==> src/rtl/alu_issue.sv <==
// alu_issue: two-stage RV64I decode/issue into an external ALU with a backpressured result register; ALU_ISSUE_BRANCH_EN adds BEQ/BNE resolution
module alu_issue #(
    parameter int XLEN = 64
) (
    input  logic            clk,
    input  logic            rst,
    input  logic            in_valid,
    output logic            in_ready,
    input  logic [6:0]      in_opcode,
    input  logic [2:0]      in_funct3,
    input  logic            in_funct7b5,
    input  logic [XLEN-1:0] in_a,
    input  logic [XLEN-1:0] in_b,
    output logic [3:0]      alu_op,
    output logic [XLEN-1:0] alu_in1,
    output logic [XLEN-1:0] alu_in2,
    input  logic [XLEN-1:0] alu_out,
    input  logic            alu_zflag,
    output logic            out_valid,
    input  logic            out_ready,
    output logic [XLEN-1:0] out_result,
    output logic            out_zero,
    output logic            out_branch_taken,
    output logic            out_illegal
);
    localparam logic [3:0] OP_AND = 4'b0000;
    localparam logic [3:0] OP_OR  = 4'b0001;
    localparam logic [3:0] OP_ADD = 4'b0010;
    localparam logic [3:0] OP_SUB = 4'b0110;
    localparam logic [3:0] OP_SLT = 4'b0111;
    logic            r_d_valid;
    logic [3:0]      r_d_op;
    logic [XLEN-1:0] r_d_a;
    logic [XLEN-1:0] r_d_b;
    logic            r_d_illegal;
    logic            w_e_free;
    logic            w_adv;
    logic            w_acc;
    logic [3:0]      w_op;
    logic            w_ill;
    logic            w_br;
    logic            w_bne;
    assign w_e_free = ~out_valid | out_ready;
    assign in_ready = ~rst & (~r_d_valid | w_e_free);
    assign w_adv    = r_d_valid & w_e_free;
    assign w_acc    = in_valid & in_ready;
    assign alu_op   = r_d_op;
    assign alu_in1  = r_d_a;
    assign alu_in2  = r_d_b;
    // decode instruction fields to an ALU op; anything unrecognised is illegal with op AND
    always_comb begin
        w_op  = OP_AND;
        w_ill = 1'b1;
        w_br  = 1'b0;
        w_bne = 1'b0;
        case (in_opcode)
            7'b0110011: begin
                w_ill = 1'b0;
                case (in_funct3)
                    3'b000:  w_op = in_funct7b5 ? OP_SUB : OP_ADD;
                    3'b111:  w_op = OP_AND;
                    3'b110:  w_op = OP_OR;
                    3'b011:  w_op = OP_SLT;
                    default: w_ill = 1'b1;
                endcase
            end
            7'b0010011: begin
                w_ill = 1'b0;
                case (in_funct3)
                    3'b000:  w_op = OP_ADD;
                    3'b111:  w_op = OP_AND;
                    3'b110:  w_op = OP_OR;
                    3'b011:  w_op = OP_SLT;
                    default: w_ill = 1'b1;
                endcase
            end
            7'b0000011, 7'b0100011: begin
                w_op  = OP_ADD;
                w_ill = 1'b0;
            end
`ifdef ALU_ISSUE_BRANCH_EN
            7'b1100011: begin
                if (in_funct3[2:1] == 2'b00) begin
                    w_op  = OP_SUB;
                    w_ill = 1'b0;
                    w_br  = 1'b1;
                    w_bne = in_funct3[0];
                end
            end
`endif
            default: w_ill = 1'b1;
        endcase
        if (w_ill) w_op = OP_AND;
    end
    // stage D: valid flag follows accept/advance, payload loads only on accept so ALU inputs stay stable when idle
    always_ff @(posedge clk) begin
        if (rst) begin
            r_d_valid   <= 1'b0;
            r_d_op      <= OP_AND;
            r_d_a       <= '0;
            r_d_b       <= '0;
            r_d_illegal <= 1'b0;
        end else begin
            if (w_acc) r_d_valid <= 1'b1;
            else if (w_adv) r_d_valid <= 1'b0;
            if (w_acc) begin
                r_d_op      <= w_op;
                r_d_a       <= in_a;
                r_d_b       <= in_b;
                r_d_illegal <= w_ill;
            end
        end
    end
    // stage E: capture the ALU result when D advances, illegal ops are forced to a zero result
    always_ff @(posedge clk) begin
        if (rst) begin
            out_valid   <= 1'b0;
            out_result  <= '0;
            out_zero    <= 1'b0;
            out_illegal <= 1'b0;
        end else begin
            if (w_adv) out_valid <= 1'b1;
            else if (out_ready) out_valid <= 1'b0;
            if (w_adv) begin
                out_result  <= r_d_illegal ? '0 : alu_out;
                out_zero    <= ~r_d_illegal & alu_zflag;
                out_illegal <= r_d_illegal;
            end
        end
    end
`ifdef ALU_ISSUE_BRANCH_EN
    logic r_d_br;
    logic r_d_bne;
    logic r_taken;
    assign w_unused_br = 1'b0;
    assign out_branch_taken = r_taken;
    // branch decode bits travel with the op through D
    always_ff @(posedge clk) begin
        if (rst) begin
            r_d_br  <= 1'b0;
            r_d_bne <= 1'b0;
        end else if (w_acc) begin
            r_d_br  <= w_br;
            r_d_bne <= w_bne;
        end
    end
    // branch outcome resolved from the ALU zero flag of the SUB
    always_ff @(posedge clk) begin
        if (rst) r_taken <= 1'b0;
        else if (w_adv) r_taken <= r_d_br & ~r_d_illegal & (r_d_bne ? ~alu_zflag : alu_zflag);
    end
`else
    logic w_unused_br;
    assign w_unused_br = w_br | w_bne;
    assign out_branch_taken = 1'b0;
`endif
endmodule

==> config.mk <==
export PLATFORM = sky130hd
export DESIGN_NAME = alu_issue
export DESIGN_NICKNAME = d
export VERILOG_FILES = /design/src/rtl/alu_issue.sv
export SDC_FILE = /design/constraint.sdc
export NUM_CORES = 1
export LEC_CHECK = 0
export CORE_ASPECT_RATIO = 1.5
export CORE_MARGIN = 2
export CORE_UTILIZATION = 35
export DETAILED_ROUTE_END_ITERATION = 6
export GPL_TIMING_DRIVEN = 0
export PLACE_DENSITY_LB_ADDON = 0.08
export SKIP_CTS_REPAIR_TIMING = 1
export SLEW_MARGIN = 5
export SYNTH_ARGS = -nofsm -noshare
export SYNTH_HDL_FRONTEND = slang
export SYNTH_SLANG_ARGS = --single-unit
==> constraint.sdc <==
create_clock -name clk -period 1.8 [get_ports clk]
set_input_delay 0.36 -clock clk [delete_from_list [all_inputs] [get_ports clk]]
set_output_delay 0.36 -clock clk [all_outputs]
set_load 0.02 [all_outputs]
==> results.toml, run 1 <==
[finish]
multiInputGateArea_um2 = 4130
fin_nets = 1398
drive_above_1_share_pct = 18.0
finalNonFillerCells = 1530
register_area_um2 = 4010
fillers = 2177
area_growth_pct = 61.1

[sta]
finClkSkew_ns = 0.0102
finalSetupViolations = 1
relSlewSlack_pct = 66.2
whs_ns = 0.357
worst_pin_slew_ns = 0.506
hold_violations = 0
fmaxAchievable_mhz = 539
worst_slack_ns = -0.0556
rsz0062_at_grt = "true"
timing.final.crit_share_pct = 103
maxSlewViolCount = 0
period_needed_ns = 1.86

[pwr]
p_leak_nw = 6.60
powerDensity_nw_per_um2 = 812
power.switching_mw = 2.93
swShare_pct = 26.0
ir_worst_vdd_mv = 0.663
p_comb_share_pct = 21.5
clkPwrFrac_pct = 35.5
total_power_mw = 11.3
intPower_mw = 8.34
seq_power_share_pct = 43.0

[floorplanning]
die_x_um = 132
ios = 409
die_h_um = 196
fp-row-count = 70
die-area_um2 = 25900
start_util_pct = 35.5
core-area_um2 = 24300

[synth]
synth_most_common_cell = "dfxtp_1"
syn_area_um2 = 8620
synth.area.top_cells = "dfxtp_1 46%, mux2_4 17%, nor2b_1 7.3%"
ys.warnings.count = 0
synth_edf_count = 0
synth_cells = 764
synth_seq_cells = 200
yosys.area.top_type_share_pct = 46.5
syn_area_per_cell_um2 = 11.3
synth-async-reset-ratio_pct = 0
seq_area_frac_synth_pct = 46.5
synthDistinctLibCells = 35
yosys.area.top_type = "dfxtp_1"
synth-main-ff-cell = "dfxtp_1"
synth_commonest_cells = "200 x dfxtp_1, 101 x nor2b_1, 98 x mux2_4"

[critical_path]
worstPathRequired_ns = 1.44
startpoint_type = "register"
critical_path_class = "register to output pin"
r2r_start = "r_d_valid"
arrival_ns = 1.50
r2r_setup_slack_ns = 0.19
crit_path_end_kind = "output pin"
r2r_end = "alu_in2[57]"
path_max_fanout = 10
rr_worst_depth = 6

[run_status]
status = "finished with violations"
violations = "setup timing"

[drt]
drt-total-wl_mm = 28.1
avgRoutedWirePerCell_um = 18.4
drc_errors = 0
firstDrtPassIters = 4
drtAntennaViolNets = 0
drt_iter0_markers = 222
vias = 7308
vias_per_cell = 4.78

[global_route]
grt_pass1_vias = 7325
grt_overflow = 0
grt_pass1_wl_mm = 42.4
grt.total_usage_pct = 21.0
grt_start_max_net_pins = 18
antenna_found_initial = 4

[worst_hold_path]
hold_path.class = "input port to register"
whs_path_depth = 3
hold_start = "out_ready"
min_to = "r_d_valid"

[clock_tree]
cts_buffers = 17
clockBufferDepth = 2
insertion_delay_ns = 0.43
cts_tree = "yes"
clkSinkCount = 200
cts.htree.levels = 4
path_clk_slew_ns = 0.08
root_buffer = "clkbuf_16"

[placed_design]
portBuffers = 406
hpwl_mm = 21.4
place_congestion = 0.774
place_ws_ns = -1.03
placedCellCount = 1495

[job]
cap_violations = 0
-- logic make-up (layout without fill, tap and decap cells) --
group,Yosys count,in the layout,synth area share [%]
and+or+nand+nor,211,211,18.0
DFF,200,200,46.5
AOI/OAI and AO/OA,142,142,8.38
muxes,130,130,21.2
buffers and inverters,78,516,5.68
xor gates and xnor gates,2,2,0.203
other,1,5,0.0435
-- critical path, stage by stage (launching register included) --
cell     delay [ns]
dfxtp_2        0.35
and2b_2        0.22
buf_4          0.18
a21oi_1        0.16
buf_4          0.16
-- sequential cells by signal (all words and copies together) (netlist names) --
signal       count
alu_in1         64
alu_in2         64
alu_op           3
out_illegal      1
out_result      64
out_valid        1
out_zero         1
r_d_illegal      1
r_d_valid        1
-- power groups by stage --
stage               combinational [mW]  sequential [mW]  clock [mW]
floorplan                        0.845             5.29           0
global placement                  2.43             4.94           0
detailed placement                2.44             4.95           0
CTS                               2.45             4.85        4.12
global route                      2.55             4.88        4.26
finish                            2.42             4.85        4.00
-- metal layers --
layer | share of wire (%) | wire length [um] | GRT usage [%] | vias to the layer above
met3 | 7.5 | 2100 | 6.93 | 45
li1 | - | - | - | 3518
met4 | 2.8 | 801 | 9.58 | 2
met5 | 0.046 | 13 | 0 | -
met1 | 39 | 10800 | 23.2 | 3454
met2 | 51 | 14400 | 36.4 | 289
-- placed cells by master (no fill, tap or decap), types with 2 or more instances in the layout --
cell	instances
clkdlybuf4s50_1	336
dfxtp_1	199
nor2b_1	101
mux2_4	98
a21oi_1	70
dlymetal6s2s_1	68
nand4b_1	65
o21ai_0	61
mux2_2	30
and2b_1	28
buf_2	27
clkbuf_1	26
clkbuf_16	17
buf_8	11
buf_4	7
o21ai_1	7
clkbuf_8	4
diode_2	3
buf_6	3
nand2b_1	3
inv_1	3
clkinv_4	3
inv_6	3
clkbuf_2	2
and2_1	2
xor2_1	2
nor4b_1	2
mux2i_1	2
nand3_1	2
conb_1	2
bufinv_16	2
-- how the worst max path moves through the flow --
stage / start / to / depth (start not counted)
final: out_valid / in_ready / 4
after global placement: rst / in_ready / 7
after CTS: rst / in_ready / 7
after floorplan: rst / in_ready / 5
after detailed placement: rst / in_ready / 7
after global routing: out_valid / in_ready / 4
-- final cells by class --
type	count	area share (%)
inverter	4	0.108
antenna	3	0.0541
sequential	200	28.8
buffer	73	3.41
multi-input combinational	487	29.7
clock inverter	11	0.982
timing repair buffer	407	30.5
tap	324	2.92
clock buffer	21	3.46
-- metrics by stage --
stage               utilization (%)  setup TNS, ns  cell area [um^2]
global route                   57.2         -0.110             13900
finish                         57.2        -0.0556             13900
global placement               54.0         -43.13             13100
detailed placement             54.0         -44.18             13100
CTS                            56.5          -1.50             13700
floorplan                         -              0              8620
Note: power is estimated with default switching activity, not from simulation.
==> run 2: changes to the inputs <==
- CORE_ASPECT_RATIO: 1.5 -> not set
- CORE_MARGIN: 2 -> not set
- CTS_BUF_LIST: not set -> sky130_fd_sc_hd__clkbuf_2
==> run 2 against run 1 <==
Effect of this change:
- the flow still finishes with violations (setup timing)
- combinational power is essentially flat
- core utilization is 1.7 points lower
- maximum frequency shrank 14%
- die area decreased by 2.6%
- clock-buffer cell count fell by 4
- sequential share of layout area up 2.7 points
- highest routed layer is now met4
==> results.toml, run 2 (same netlist as run 1, synthesis figures left out) <==
[run_status]
status = "finished with violations"
violations = "setup timing"

[finish]
drive_above_1_share_pct = 50.7
utilization_pct = 55.5
fin_nets = 1410
mostFrequentLayoutCells = "206 x clkdlybuf4s50_1, 194 x dfxtp_2, 101 x nor2b_1, 98 x mux2_4, 94 x buf_4"
final_common_cell = "clkdlybuf4s50_1"
area_growth_pct = 56.2
finalNonFillerCells = 1541
final_cell_area_um2 = 13500

[pwr]
ir_worst_vdd_mv = 0.463
p_leak_nw = 5.88
powerDensity_nw_per_um2 = 707

[sta]
period_needed_ns = 2.16
timing.final.crit_share_pct = 120
hold_violations = 0
fmaxAchievable_mhz = 464
fin_setup_tns_ns = -0.365
rsz0062_at_grt = "true"
relSlewSlack_pct = 66.9
worst_pin_slew_ns = 0.490
maxSlewViolCount = 0
finClkSkew_ns = 0.0509
finalSetupViolations = 2
worst_slack_ns = -0.357

[placed_design]
portBuffers = 406
postPlaceCellArea_um2 = 13100
hpwl_mm = 20.4
place_ws_ns = -0.985
placedCellCount = 1495
place_congestion = 0.786

[critical_path]
arrival_ns = 1.80
worstPathRequired_ns = 1.44
rr_worst_depth = 6
critPathTopFamily = "flip-flops"
crit_top_cell = "buf_6"
slowest_stage = "dfxtp_4"
crit_path_end_kind = "output pin"
path_cells = "and2b_2 -> buf_6 -> a21oi_2 -> buf_6"
max_stage_delay_ns = 0.42
r2r_setup_slack_ns = 0.20
r2r_start = "r_d_valid"
r2r_end = "alu_in1[21]"
path_max_fanout = 5
critical_path_class = "register to output pin"
startpoint_type = "register"
path_buf_inv = 2

[clock_tree]
insertion_delay_ns = 0.78
root_buffer = "clkbuf_2"
path_clk_slew_ns = 0.34
cts.htree.levels = 4
clockBufferDepth = 2
cts_buffers = 17
cts_tree = "yes"
clkSinkCount = 200

[global_route]
grt_pass1_vias = 7357
grt_pass1_wl_mm = 42.1
grt.total_usage_pct = 21.2
antenna_found_initial = 2
grt_overflow = 0
grt_start_max_net_pins = 20

[floorplanning]
die_h_um = 159
die-area_um2 = 25300
fp-row-count = 57
ios = 409
start_util_pct = 35.5
core-area_um2 = 24200
die_x_um = 159

[drt]
drtAntennaViolNets = 0
drt-total-wl_mm = 27.7
vias_per_cell = 4.72
drc_errors = 0
vias = 7275
avgRoutedWirePerCell_um = 18.0
drt_iter0_markers = 369
firstDrtPassIters = 5

[worst_hold_path]
hold_path.class = "input port to register"
hold_start = "alu_out[38]"
whs_path_depth = 3
min_to = "out_result[38]"

[job]
cap_violations = 0
run 2: worst register-to-register path: cells and delay by family (launching register included):
family                 cells  cell delay, ns
muxes                      1            0.31
and+or+nand+nor            2            0.27
buffers and inverters      3            0.59
DFF                        1            0.37
run 2: how the worst max path moves through the flow:
stage,depth (start not counted),slack (ns),startpoint,endpoint
6_report,4,-0.36,out_valid,in_ready
5_1_grt,4,-0.51,out_valid,in_ready
4_1_cts,4,-1.17,out_valid,in_ready
3_5_place_dp,7,-0.98,rst,in_ready
3_3_place_gp,7,-0.99,rst,in_ready
2_1_floorplan,5,0.16,rst,in_ready
run 2: power by group:
part	switching (mW)	internal [mW]
clock	1.75	0.433
combinational	1.02	1.37
sequential	0.162	4.78
run 2: final cells by class:
cell class	count	area, um^2
Antenna cell	2	5.00
Buffer	74	485
Clock buffer	17	85.1
Clock inverter	15	141
Fill cell	2193	10800
Inverter	4	15.0
Multi-Input combinational cell	487	4130
Sequential cell	200	4250
Tap cell	324	405
Timing Repair Buffer	418	3940
run 2: per-layer routing:
layer	wire length (um)	GRT usage (%)
met1	11700	25.0
met2	13700	36.4
met3	1760	6.56
met4	566	6.99
met5	0	0
run 2: stage by stage:
stage | hold WS (ns) | total power [mW]
5_1_grt | -0.000410 | 9.98
6_report | 0.112 | 9.52
3_3_place_gp | 0.458 | 7.36
4_1_cts | 0.0206 | 9.60
2_1_floorplan | 0.488 | 6.13
3_5_place_dp | 0.466 | 7.38
